===== src/rtl/logic_table_gen.sv =====
// rtl/logic_table_gen.sv - truth-table sweep generator for 2-input bitwise functions
//
// Purpose: sweeps every {a,b} pair of two W-bit operands in ascending order
// (a is the high half of the row index) and emits one row per valid/ready
// handshake with row_s[i] = func_q[{row_a[i], row_b[i]}].
// Optional feature macro: MINTERM_COUNT_EN adds hit_count, the number of
// accepted rows whose result is all ones.
//
// Ports:
//   clk        in   rising-edge clock
//   reset      in   asynchronous active-high reset
//   start      in   begin a sweep (sampled in IDLE only)
//   func       in   4-bit function truth table, captured at start
//   busy       out  high in RUN and DONE
//   row_valid  out  a row is presented
//   row_ready  in   consumer accepts the row this cycle
//   row_a      out  operand a of the current row
//   row_b      out  operand b of the current row
//   row_s      out  bitwise function result of the current row
//   done       out  one-cycle pulse after the last row is accepted
//   hit_count  out  all-ones row count (MINTERM_COUNT_EN only)

module logic_table_gen #(
  parameter int W = 1
) (
  input  logic         clk,
  input  logic         reset,
  input  logic         start,
  input  logic [3:0]   func,
  output logic         busy,
  output logic         row_valid,
  input  logic         row_ready,
  output logic [W-1:0] row_a,
  output logic [W-1:0] row_b,
  output logic [W-1:0] row_s,
  output logic         done
`ifdef MINTERM_COUNT_EN
  ,
  output logic [2*W:0] hit_count
`endif
);

  typedef enum logic [1:0] {
    S_IDLE = 2'd0,
    S_RUN  = 2'd1,
    S_DONE = 2'd2
  } state_t;

  localparam logic [2*W-1:0] CNT_MAX = {(2*W){1'b1}};
  localparam logic [2*W-1:0] CNT_ONE = {{(2*W-1){1'b0}}, 1'b1};

  state_t           r_state;
  state_t           w_state_next;
  logic [2*W-1:0]   r_cnt;
  logic [3:0]       r_func;
  logic             w_hs;
  logic             w_last;
  logic             w_load;
  logic [W-1:0]     w_row_s;

  // Each result bit looks up the captured truth table with its own bit pair.
  always_comb begin
    w_row_s = '0;
    for (int i = 0; i < W; i++) begin
      w_row_s[i] = r_func[{r_cnt[W+i], r_cnt[i]}];
    end
  end

  assign row_a = r_cnt[2*W-1:W];
  assign row_b = r_cnt[W-1:0];
  assign row_s = w_row_s;

  always_comb begin
    w_state_next = r_state;
    busy         = 1'b0;
    row_valid    = 1'b0;
    done         = 1'b0;
    w_hs         = 1'b0;
    w_load       = 1'b0;
    w_last       = (r_cnt == CNT_MAX);
    case (r_state)
      S_IDLE: begin
        if (start) begin
          w_load       = 1'b1;
          w_state_next = S_RUN;
        end
      end
      S_RUN: begin
        busy      = 1'b1;
        row_valid = 1'b1;
        w_hs      = row_ready;
        if (row_ready && w_last) begin
          w_state_next = S_DONE;
        end
      end
      S_DONE: begin
        busy         = 1'b1;
        done         = 1'b1;
        w_state_next = S_IDLE;
      end
      default: begin
        w_state_next = S_IDLE;
      end
    endcase
  end

  always_ff @(posedge clk or posedge reset) begin
    if (reset) begin
      r_state <= S_IDLE;
      r_cnt   <= '0;
      r_func  <= '0;
    end else begin
      r_state <= w_state_next;
      if (w_load) begin
        r_cnt  <= '0;
        r_func <= func;
      end else if (w_hs && !w_last) begin
        // The final row keeps its index: cnt never wraps back to zero.
        r_cnt <= r_cnt + CNT_ONE;
      end
    end
  end

`ifdef MINTERM_COUNT_EN
  localparam logic [2*W:0] HIT_ONE = {{(2*W){1'b0}}, 1'b1};

  logic [2*W:0] r_hit_count;

  always_ff @(posedge clk or posedge reset) begin
    if (reset) begin
      r_hit_count <= '0;
    end else if (w_load) begin
      r_hit_count <= '0;
    end else if (w_hs && (&w_row_s)) begin
      r_hit_count <= r_hit_count + HIT_ONE;
    end
  end

  assign hit_count = r_hit_count;
`endif

endmodule


===== config.mk =====
export PLATFORM = sky130hd
export DESIGN_NAME = logic_table_gen
export DESIGN_NICKNAME = d
export VERILOG_FILES = /design/src/rtl/logic_table_gen.sv
export SDC_FILE = /design/constraint.sdc
export NUM_CORES = 1
export LEC_CHECK = 0
export BUFFER_PORTS_ARGS = -buffer_cell sky130_fd_sc_hd__buf_4
export CAP_MARGIN = 20
export CORE_AREA = 2 2 39 41
export DETAILED_ROUTE_END_ITERATION = 12
export DIE_AREA = 0 0 41 43
export HOLD_SLACK_MARGIN = 0.12
export PLACE_DENSITY = 0.69
export SYNTH_ARGS = -nofsm -noshare
export SYNTH_HDL_FRONTEND = slang
export SYNTH_SLANG_ARGS = --single-unit
export TNS_END_PERCENT = 100

===== constraint.sdc =====
create_clock -name clk -period 1.88 [get_ports clk]
set_clock_uncertainty 0.2 [all_clocks]
set_input_delay 0.376 -clock clk [delete_from_list [all_inputs] [get_ports clk]]
set_output_delay 0.376 -clock clk [all_outputs]
set_load 0.02 [all_outputs]

== Word level (Yosys, flattened, before mapping) ==
Index checks and enable logic that the tools add are counted.
W data, S select, Z words.

* Flip-flop bits (word level): 8
* Input bits: 8
* Output and inout bits: 6
* Logic and storage cells: 30

* Add/subtract/negate cells: 1
* Order comparisons: 1
* Equality and inequality tests: 5
* Multiplexer cells: 13
* Reductions and logical operators: 7

{| class="wikitable"
|+ Operator list
! cell !! number
|-
| $mux W2 || 4
|-
| $mux W1 || 7
|-
| $eq A2 B2 Y1 const B || 2
|-
| $ne A2 B2 Y1 const B || 2
|-
| $pmux W2 S2 || 1
|-
| $lt A2 B3 Y1 const B || 1
|-
| $add A2 B1 Y2 const B || 1
|-
| $bmux W1 S2 || 1
|-
| $eq A2 B1 Y1 const B || 1
|-
| $logic_and A1 B1 Y1 || 2
|-
| $logic_not A2 Y1 || 1
|-
| $reduce_and A2 Y1 || 1
|-
| $reduce_bool A2 Y1 || 1
|-
| $reduce_or A2 Y1 || 1
|-
| $logic_not A1 Y1 || 1
|}

== Logic depth before layout (Yosys ltp) ==
Gate-level depths: netlist (run 1).

* Depth in word-level cells: 5
* Mapped depth: 5
* Gate-level depth less buffers: 5

== Least setup slack after synthesis (run 1) ==
No wires, ideal clock.

* Kind: register -> output
* From: register r_cnt[0]
* To: output port row_s
* Data arrival time: 1.107 ns
* Required time: 1.304 ns
* Path slack: 0.197 ns
* Cell stages (with the launch flop): 2
* Path buffers: 0
* Cells stage by stage: dfrtp_1 -> mux4_2

* Cells in the longest elaborated chain, start to end: 2

{| class="wikitable"
|+ Ends and longest elaborated chain
! element !! RTL line !! text
|-
| from (decl) || 54 || <nowiki>logic [2*W-1:0] r_cnt;</nowiki>
|-
| from (signal assigned) || 119 || <nowiki>r_cnt <= r_cnt + CNT_ONE;</nowiki>
|-
| $bmux W1 S2 || 65 || <nowiki>w_row_s[i] = r_func[{r_cnt[W+i], r_cnt[i]}];</nowiki>
|-
| $mux W1 (not written as such) || 65 ||
|-
| to (decl) || 35 || <nowiki>output logic [W-1:0] row_s,</nowiki>
|}

Every way passes these cells. The select of a mux whose other input is x is not followed.

== Final worst setup path (run 1) ==
Ends and elaborated chain as after synthesis.

==> impl_metrics.json, run 1 <==
{
  "status": "completed",
  "dpl_worst_slack_ps": 210,
  "std_cell_rows": 14,
  "grt_max_degree": 9,
  "gp_routability_congestion": 0.659,
  "cts.clk_slew.worst_paths_ps": 50,
  "period_needed_ps": 1830,
  "maxCapViolations": 0,
  "final_util_pct": 44.8,
  "ctsHtreeMaxLevel": 1,
  "dominant_register_cell_in_the_synthesized_netlist": "dfrtp_1",
  "synth_top_cell_by_area": "dfrtp_1",
  "cts_tree": "yes",
  "initial_utilization_pct": 32.6,
  "area_grow_syn2layout_pct": 37.4,
  "wirelength_per_cell_um": 11.2,
  "maxClockFrequency_mhz": 546,
  "layout-drive-gt1-share_pct": 50.9,
  "power_density_mw_per_mm2": 1590,
  "detailedPlacementHpwl_um": 596,
  "die_height_um": 43,
  "worst_hold_path_type": "in2reg",
  "worstPathArrival_ps": 1260,
  "final_area_um2": 621,
  "synth-seq-area-share_pct": 44.3,
  "post_synth_main_area_contributors": "dfrtp_1 44%, mux2_4 17%, ha_1 14%, mux4_2 5.0%, nor2b_4 3.0%",
  "buffer_ports.inserted": 13,
  "worstSetupStartpointType": "flop",
  "placed_cells": 63,
  "ioPinCount": 14,
  "synth_edf_count": 0,
  "grt_setup_unrepaired": "true",
  "syn_avg_cell_area_um2": 13.3,
  "worstPathRequired_ps": 1300,
  "synthesis.nets": 47,
  "vias_per_cell": 4.38,
  "placed_area_um2": 569,
  "detailedRoute.firstPassIterationCount": 1,
  "synth_async_sr_flop_share_pct": 100,
  "syn_inst": 34,
  "insertedDiodeCount": 0,
  "ys_top_cells_by_count": "8 x dfrtp_1, 5 x ha_1, 5 x mux2_4",
  "globalRouteOverflowTotal": 0,
  "design.die.area_mm2": 0.00176,
  "layout.nets": 68,
  "worst-slew-pin-transition_ps": 318,
  "fin_crit_sh_pct": 97.5,
  "crit_path_end_kind": "output pin",
  "synth_warnings": 0,
  "synth_most_common_cell": "dfrtp_1",
  "slew_violations": 0,
  "max_slew_margin_pct": 78.8,
  "first_pass_grt_wire_length_um": 1280,
  "cts.root.buffer_cell": "clkbuf_4",
  "synth.distinct_cells": 15,
  "cts_buffers": 3,
  "design.core.area_mm2": 0.00138,
  "die_w_um": 41,
  "crit-reg2reg-capture": "r_state[0]",
  "reg2reg_from": "r_state[0]",
  "ys_ff_latch": 8,
  "worst_slack_ps": 47.9,
  "r2r_setup_slack_ps": 280,
  "route.vias.total": 302,
  "p_leak_uw": 0.000320,
  "clock_latency_ps": 250,
  "worstSetupStartpoint": "r_cnt[0]",
  "peakVddDrop_uv": 407,
  "grt_antenna_before_repair": 0,
  "cts_max_path_buffers": 2,
  "antenna_left": 0,
  "setup_viol_count_final": 0,
  "post-synth-top-area-fraction_pct": 44.3,
  "power_uw": 986,
  "layoutNonFillerInstCount": 69,
  "global_route.usage.total_pct": 11.3,
  "timing.final.hold_violations": 0,
  "clock_sink_count": 8,
  "crit_path_max_fanout": 2,
  "detailedRoute.firstIterationViolations": 0,
  "wl_um": 774,
  "drt_drc_violations_left": 0,
  "crit_end": "row_s",
  "first_global_vias": 321,
  "worstRegToRegCells": 5,
  "worstSetupPathType": "reg2out",
  "post_synth_instance_area_um2": 452
}
sequential cells by signal, indices dropped and copies added, names as in the netlist:
register	flops
r_cnt	2
r_func	4
r_state	2
worst min path at each step:
stage                      end  slack (ps)  startpoint  depth (start not counted)
global route         r_func[1]         150     func[1]                          2
floorplan             r_cnt[0]          -8       reset                          1
CTS                   r_cnt[0]         150       start                          2
detailed placement  r_state[0]         150       reset                          2
global placement    r_state[0]         150       reset                          2
finish                r_cnt[0]         150       start                          2
per-layer routing:
layer / track usage, % / wire, um / vias up
met5: 0 / 0 / -
li1: - / - / 154
met4: 10.0 / 14 / 0
met1: 14.4 / 343 / 139
met3: 1.57 / 31 / 2
met2: 15.6 / 384 / 7
cell usage in the layout, fill, tap and decap left out, drive strengths merged:
| master | instances |
|---|---|
| dfrtp | 8 |
| o21ai | 2 |
| clkbuf | 3 |
| nand3b | 1 |
| a21oi | 2 |
| mux2 | 5 |
| xor2 | 1 |
| dlygate4sd3 | 1 |
| nand3 | 1 |
| nor2b | 1 |
| mux4 | 1 |
| ha | 5 |
| o21a | 1 |
| buf | 15 |
| nand2 | 3 |
| inv | 3 |
area by class of cell:
cell class	count	area, um2
Fill cell	124	763
Clock buffer	3	22.5
Sequential cell	8	200
Timing Repair Buffer	16	126
Tap cell	16	20.0
Multi-Input combinational cell	23	240
Inverter	3	11.3
power breakdown:
group          internal [uW]  switching, uW  total [uW]
Sequential               248           50.0         298
Clock                   72.8           54.1         127
Combinational            315            246         561
Total                    636            350         986
critical path, cell delays in order, from the launching register on:
cell and delay, ps:
dfrtp_1 360, mux4_2 510, buf_6 150
through the flow:
stage	hold WS, ps	TNS (ps)
CTS	146	0
global route	148	-7.10
floorplan	-8.34	0
global placement	149	0
finish	150	0
detailed placement	151	0
cells by family (layout without fill, tap and decap cells):
| kind of cell | after synthesis | after routing | synth area share [%] |
|---|---|---|---|
| AOI/OAI and AO/OA | 5 | 5 | 6.93 |
| xor gates and xnor gates | 1 | 1 | 1.94 |
| adders and majority gates | 5 | 5 | 13.9 |
| buffers and inverters | 3 | 22 | 2.49 |
| DFF | 8 | 8 | 44.3 |
| muxes | 6 | 6 | 21.6 |
| and+or+nand+nor | 6 | 6 | 8.86 |
timing repair:
action | in CTS | in global routing
endpoints found under the hold margin | 8 | 0
buffers inserted | 1 | 1
endpoints found under the setup margin | 1 | 1
hold buffers | 1 | 0
resized for setup | 0 | 1
Power figures use the tool's default switching activity.
==> run 2, diff against run 1 <==
Clock period 1.88 ns to 1.95 ns, I/O delays scaled along.
==> impl_metrics.json, run 2 (same netlist as run 1, synthesis figures left out) <==
{
  "reg.largest.list": "r_func: 4 flops, r_cnt: 2 flops, r_state: 2 flops",
  "ctsHtreeMaxLevel": 1,
  "buffer_ports.inserted": 13,
  "worstHoldPathCells": 2,
  "detailedPlacementHpwl_um": 623,
  "multiInputGateArea_um2": 240,
  "gp_routability_congestion": 0.659,
  "clock_latency_ps": 250,
  "detailedRoute.firstIterationViolations": 2,
  "design.core.area_mm2": 0.00138,
  "crit_path_end_kind": "output pin",
  "worstPathArrival_ps": 1280,
  "cts.root.buffer_cell": "clkbuf_4",
  "die_height_um": 43,
  "insertedDiodeCount": 0,
  "drt_drc_violations_left": 0,
  "area_grow_syn2layout_pct": 34.9,
  "wirelength_per_cell_um": 12.0,
  "final_area_um2": 609,
  "worstRegToRegCells": 5,
  "timing.hold.worst.start": "start",
  "worstPathRequired_ps": 1360,
  "cts_max_path_buffers": 2,
  "grt_antenna_before_repair": 0,
  "fin_crit_sh_pct": 96.0,
  "max_slew_margin_pct": 78.1,
  "grt_setup_unrepaired": "false",
  "status": "completed",
  "placed_area_um2": 569,
  "crit_path_max_fanout": 2,
  "initial_utilization_pct": 32.6,
  "detailedRoute.firstPassIterationCount": 2,
  "grt_max_degree": 9,
  "cts_tree": "yes",
  "std_cell_rows": 14,
  "clock_sink_count": 8,
  "setup_tns_ps": 0,
  "die_w_um": 41,
  "reg2reg_from": "r_state[0]",
  "cts.clk_slew.worst_paths_ps": 60,
  "ioPinCount": 14,
  "global_route.usage.total_pct": 12.1,
  "layout.nets": 67,
  "cts_buffers": 3,
  "design.die.area_mm2": 0.00176,
  "seq_area_um2": 200,
  "most-common-layout-cells": "14 x buf_4, 8 x dfrtp_1, 5 x mux2_4, 5 x ha_1",
  "top_register": "r_func",
  "power.share.switching_pct": 36.5,
  "power_density_mw_per_mm2": 1530,
  "largest_register_ffs": 4,
  "maxClockFrequency_mhz": 534,
  "first_global_vias": 313,
  "p_leak_uw": 0.000313,
  "slew_violations": 0,
  "timing.final.hold_violations": 0,
  "layout-drive-gt1-share_pct": 50.0,
  "combPwrFrac_pct": 55.6,
  "worst_hold_path_type": "in2reg",
  "power.share.sequential_pct": 30.8,
  "nFillCells": 124,
  "wl_um": 819,
  "first_pass_grt_wire_length_um": 1320,
  "peakVddDrop_uv": 355,
  "power.clock.fraction_pct": 13.6,
  "worstSetupStartpoint": "r_cnt[0]",
  "setup_viol_count_final": 0,
  "intPower_uw": 594,
  "route.vias.total": 310,
  "globalRouteOverflowTotal": 0,
  "worstSetupPathType": "reg2out",
  "vias_per_cell": 4.56,
  "worst-slew-pin-transition_ps": 327,
  "mostFrequentLayoutCell": "buf_4",
  "worstSetupStartpointType": "flop",
  "maxCapViolations": 0,
  "switching_power_uw": 341,
  "period_needed_ps": 1870,
  "antenna_left": 0
}
run 2: cell count changes in the layout (fill, tap and decap cells not counted):
cell	previous run	this run
buf_6	1	0
run 2: routing by layer:
layer  global-route usage (%)  vias to the layer above  routed length (um)
met3                     3.14                        4                  39
met4                     12.0                        0                  20
met5                        0                        -                   0
li1                         -                      154                   -
met1                     13.1                      143                 347
met2                     17.5                        9                 411
run 2: final cells by class:
type / instances / area share, %
multi-input combinational: 23 / 39.4
clock buffer: 3 / 3.70
sequential: 8 / 32.9
tap: 16 / 3.29
inverter: 3 / 1.85
timing repair buffer: 15 / 18.9
run 2: what timing repair did:
item,CTS,global route
setup endpoints to repair,1,0
hold buffers,1,0
resized for setup,0,0
hold endpoints to repair,8,0
setup buffers,1,0
run 2: worst paths after layout:
kind	to	slack, ps
min in group asynchronous	r_state[0]	440
worst min-delay path	r_cnt[0]	150
worst min register to register	r_func[0]	320
worst max register to register	r_state[0]	360
max in group asynchronous	r_func[1]	860
worst max-delay path	row_s	80
run 2: power groups by stage:
stage	clock network, uW	registers [uW]	logic (uW)
floorplan	0	297	353
global placement	0	294	493
detailed placement	0	295	501
CTS	134	289	523
global route	145	298	559
finish	127	288	519
run 2: per-stage QoR:
| stage | total power [uW] | util (%) | hold slack [ps] | setup slack [ps] | instances |
|---|---|---|---|---|---|
| floorplan | 651 | - | 5.66 | 253 | 34 |
| global placement | 787 | 41.1 | 163 | 295 | 63 |
| detailed placement | 796 | 41.1 | 168 | 272 | 63 |
| CTS | 946 | 44.0 | 140 | 62.1 | 68 |
| global route | 1000 | 44.0 | 139 | 27.3 | 68 |
| finish | 935 | 44.0 | 146 | 78.3 | 68 |
run 2: critical path, cell delays in order (launching register included):
cell and delay [ps]:
dfrtp_1 360, mux4_2 490, buf_4 170
==> run 3, diff against run 2 <==
Settings changed: CTS_BUF_LIST set to sky130_fd_sc_hd__clkbuf_16, GPL_TIMING_DRIVEN set to 0.
==> impl_metrics.json, run 3 (same netlist as run 1, synthesis figures left out) <==
{
  "maxCapViolations": 0,
  "post-cts-setup-buffers": 0,
  "cts_max_path_buffers": 2,
  "slew_violations": 0,
  "maxClockFrequency_mhz": 524,
  "power.share.sequential_pct": 26.0,
  "die_height_um": 43,
  "grt_max_degree": 9,
  "switching_power_uw": 369,
  "worst_hold_path_type": "in2reg",
  "cts.clk_slew.worst_paths_ps": 40,
  "combPwrFrac_pct": 43.7,
  "setup_viol_count_final": 0,
  "reg.largest.list": "r_func: 4 flops, r_cnt: 2 flops, r_state: 2 flops",
  "buffer_ports.inserted": 13,
  "drt_drc_violations_left": 0,
  "power_uw": 1150,
  "status": "completed",
  "worst-slew-pin-transition_ps": 317,
  "layoutNonFillerInstCount": 67,
  "nFillCells": 123,
  "first_global_vias": 311,
  "die_w_um": 41,
  "globalRouteOverflowTotal": 0,
  "power_density_mw_per_mm2": 1750,
  "detailedRoute.firstPassIterationCount": 2,
  "timing.hold.worst_endpoint": "r_cnt[0]",
  "intPower_uw": 779,
  "setup_tns_ps": 0,
  "grt_setup_unrepaired": "false",
  "ioPinCount": 14,
  "worstPathRequired_ps": 1360,
  "power.clock.fraction_pct": 30.3,
  "fin_crit_sh_pct": 97.8,
  "design.core.area_mm2": 0.00138,
  "vias_per_cell": 4.70,
  "wirelength_per_cell_um": 12.9,
  "crit_path_end_kind": "output pin",
  "route.vias.total": 315,
  "first_pass_grt_wire_length_um": 1330,
  "max_slew_margin_pct": 78.8,
  "crit_path_max_fanout": 4,
  "cts.root.buffer_cell": "clkbuf_16",
  "gp_routability_congestion": 0.608,
  "ctsHtreeMaxLevel": 1,
  "detailedPlacementHpwl_um": 555,
  "detailedRoute.firstIterationViolations": 1,
  "largest_register_ffs": 4,
  "std_cell_rows": 14,
  "timing.final.hold_violations": 0,
  "period_needed_ps": 1910,
  "worstPathArrival_ps": 1320,
  "power.share.switching_pct": 32.2,
  "antenna_left": 0,
  "placed_cells": 63,
  "worstHoldPathCells": 2,
  "area_grow_syn2layout_pct": 45.2,
  "r2r_setup_slack_ps": 350,
  "crit-reg2reg-capture": "r_state[0]",
  "worstSetupPathType": "reg2out",
  "mostFrequentLayoutCell": "buf_4",
  "global_route.usage.total_pct": 11.9,
  "layout-drive-gt1-share_pct": 51.0,
  "layout.nets": 66,
  "worstRegToRegCells": 5,
  "wl_um": 863,
  "top_register": "r_func",
  "peakVddDrop_uv": 459,
  "placed_area_um2": 569,
  "design.die.area_mm2": 0.00176,
  "insertedDiodeCount": 0,
  "initial_utilization_pct": 32.6,
  "grt_antenna_before_repair": 0,
  "p_leak_uw": 0.000330,
  "most-common-layout-cells": "13 x buf_4, 7 x dfrtp_1, 5 x mux2_4, 5 x ha_1",
  "timing.hold.worst.start": "start",
  "cts_tree": "yes",
  "cts_buffers": 3,
  "worstSetupStartpointType": "flop",
  "clock_sink_count": 8,
  "reg2reg_from": "r_state[0]",
  "final_area_um2": 656,
  "clock_latency_ps": 230
}
## run 3: cell count changes in the layout (fill, tap and decap cells not counted)
cell and delta:
dfrtp_1 -1, dfrtp_2 +1, buf_4 -1, clkbuf_16 +3, clkbuf_4 -3
## run 3: worst max-delay path, stage by stage (launching register included)
cell and delay, ps:
dfrtp_2 400, mux4_2 510, buf_4 170
## run 3: power by group through the flow
stage | combinational [uW] | sequential (uW) | clock, uW
after floorplan | 353 | 297 | 0
after global placement | 485 | 295 | 0
after detailed placement | 494 | 293 | 0
after CTS | 512 | 301 | 352
after global routing | 549 | 311 | 360
final | 502 | 299 | 348
## run 3: worst max-delay path by stage
stage / startpoint / to / depth (start not counted)
after global placement: r_cnt[0] / row_s / 2
after CTS: r_cnt[0] / row_s / 2
after detailed placement: r_cnt[0] / row_s / 2
after floorplan: r_cnt[0] / row_s / 1
final: r_cnt[0] / row_s / 2
after global routing: r_cnt[0] / row_s / 2
## run 3: cell type report
class                      count  area, um2  area share, %
clock buffer                   3       75.1           11.5
inverter                       3       11.3           1.72
multi-input combinational     23        240           36.6
sequential                     8        201           30.7
tap                           16       20.0           3.05
timing repair buffer          14        108           16.4
## run 3: stage by stage
stage          util [%]  setup WS [ps]  hold slack, ps
6_report           47.4           42.4             180
5_1_grt            47.4           13.4             192
4_1_cts            47.4           30.9             180
3_5_place_dp       41.1            259             162
3_3_place_gp       41.1            262             159
2_1_floorplan         -            253            5.66
## run 3: layer usage
metal  wire [um]  GRT usage (%)  part of all wire, %
met4          34           10.0                  3.9
met1         356           13.4                   41
met5           0              0                    0
met2         433           17.5                   50
met3          39           3.14                  4.5
## run 3: what timing repair did
action / CTS / global route
setup endpoints to repair: 1 / 0
hold buffers: 1 / 0
hold endpoints to repair: 8 / 0
gates resized for setup: 1 / 0
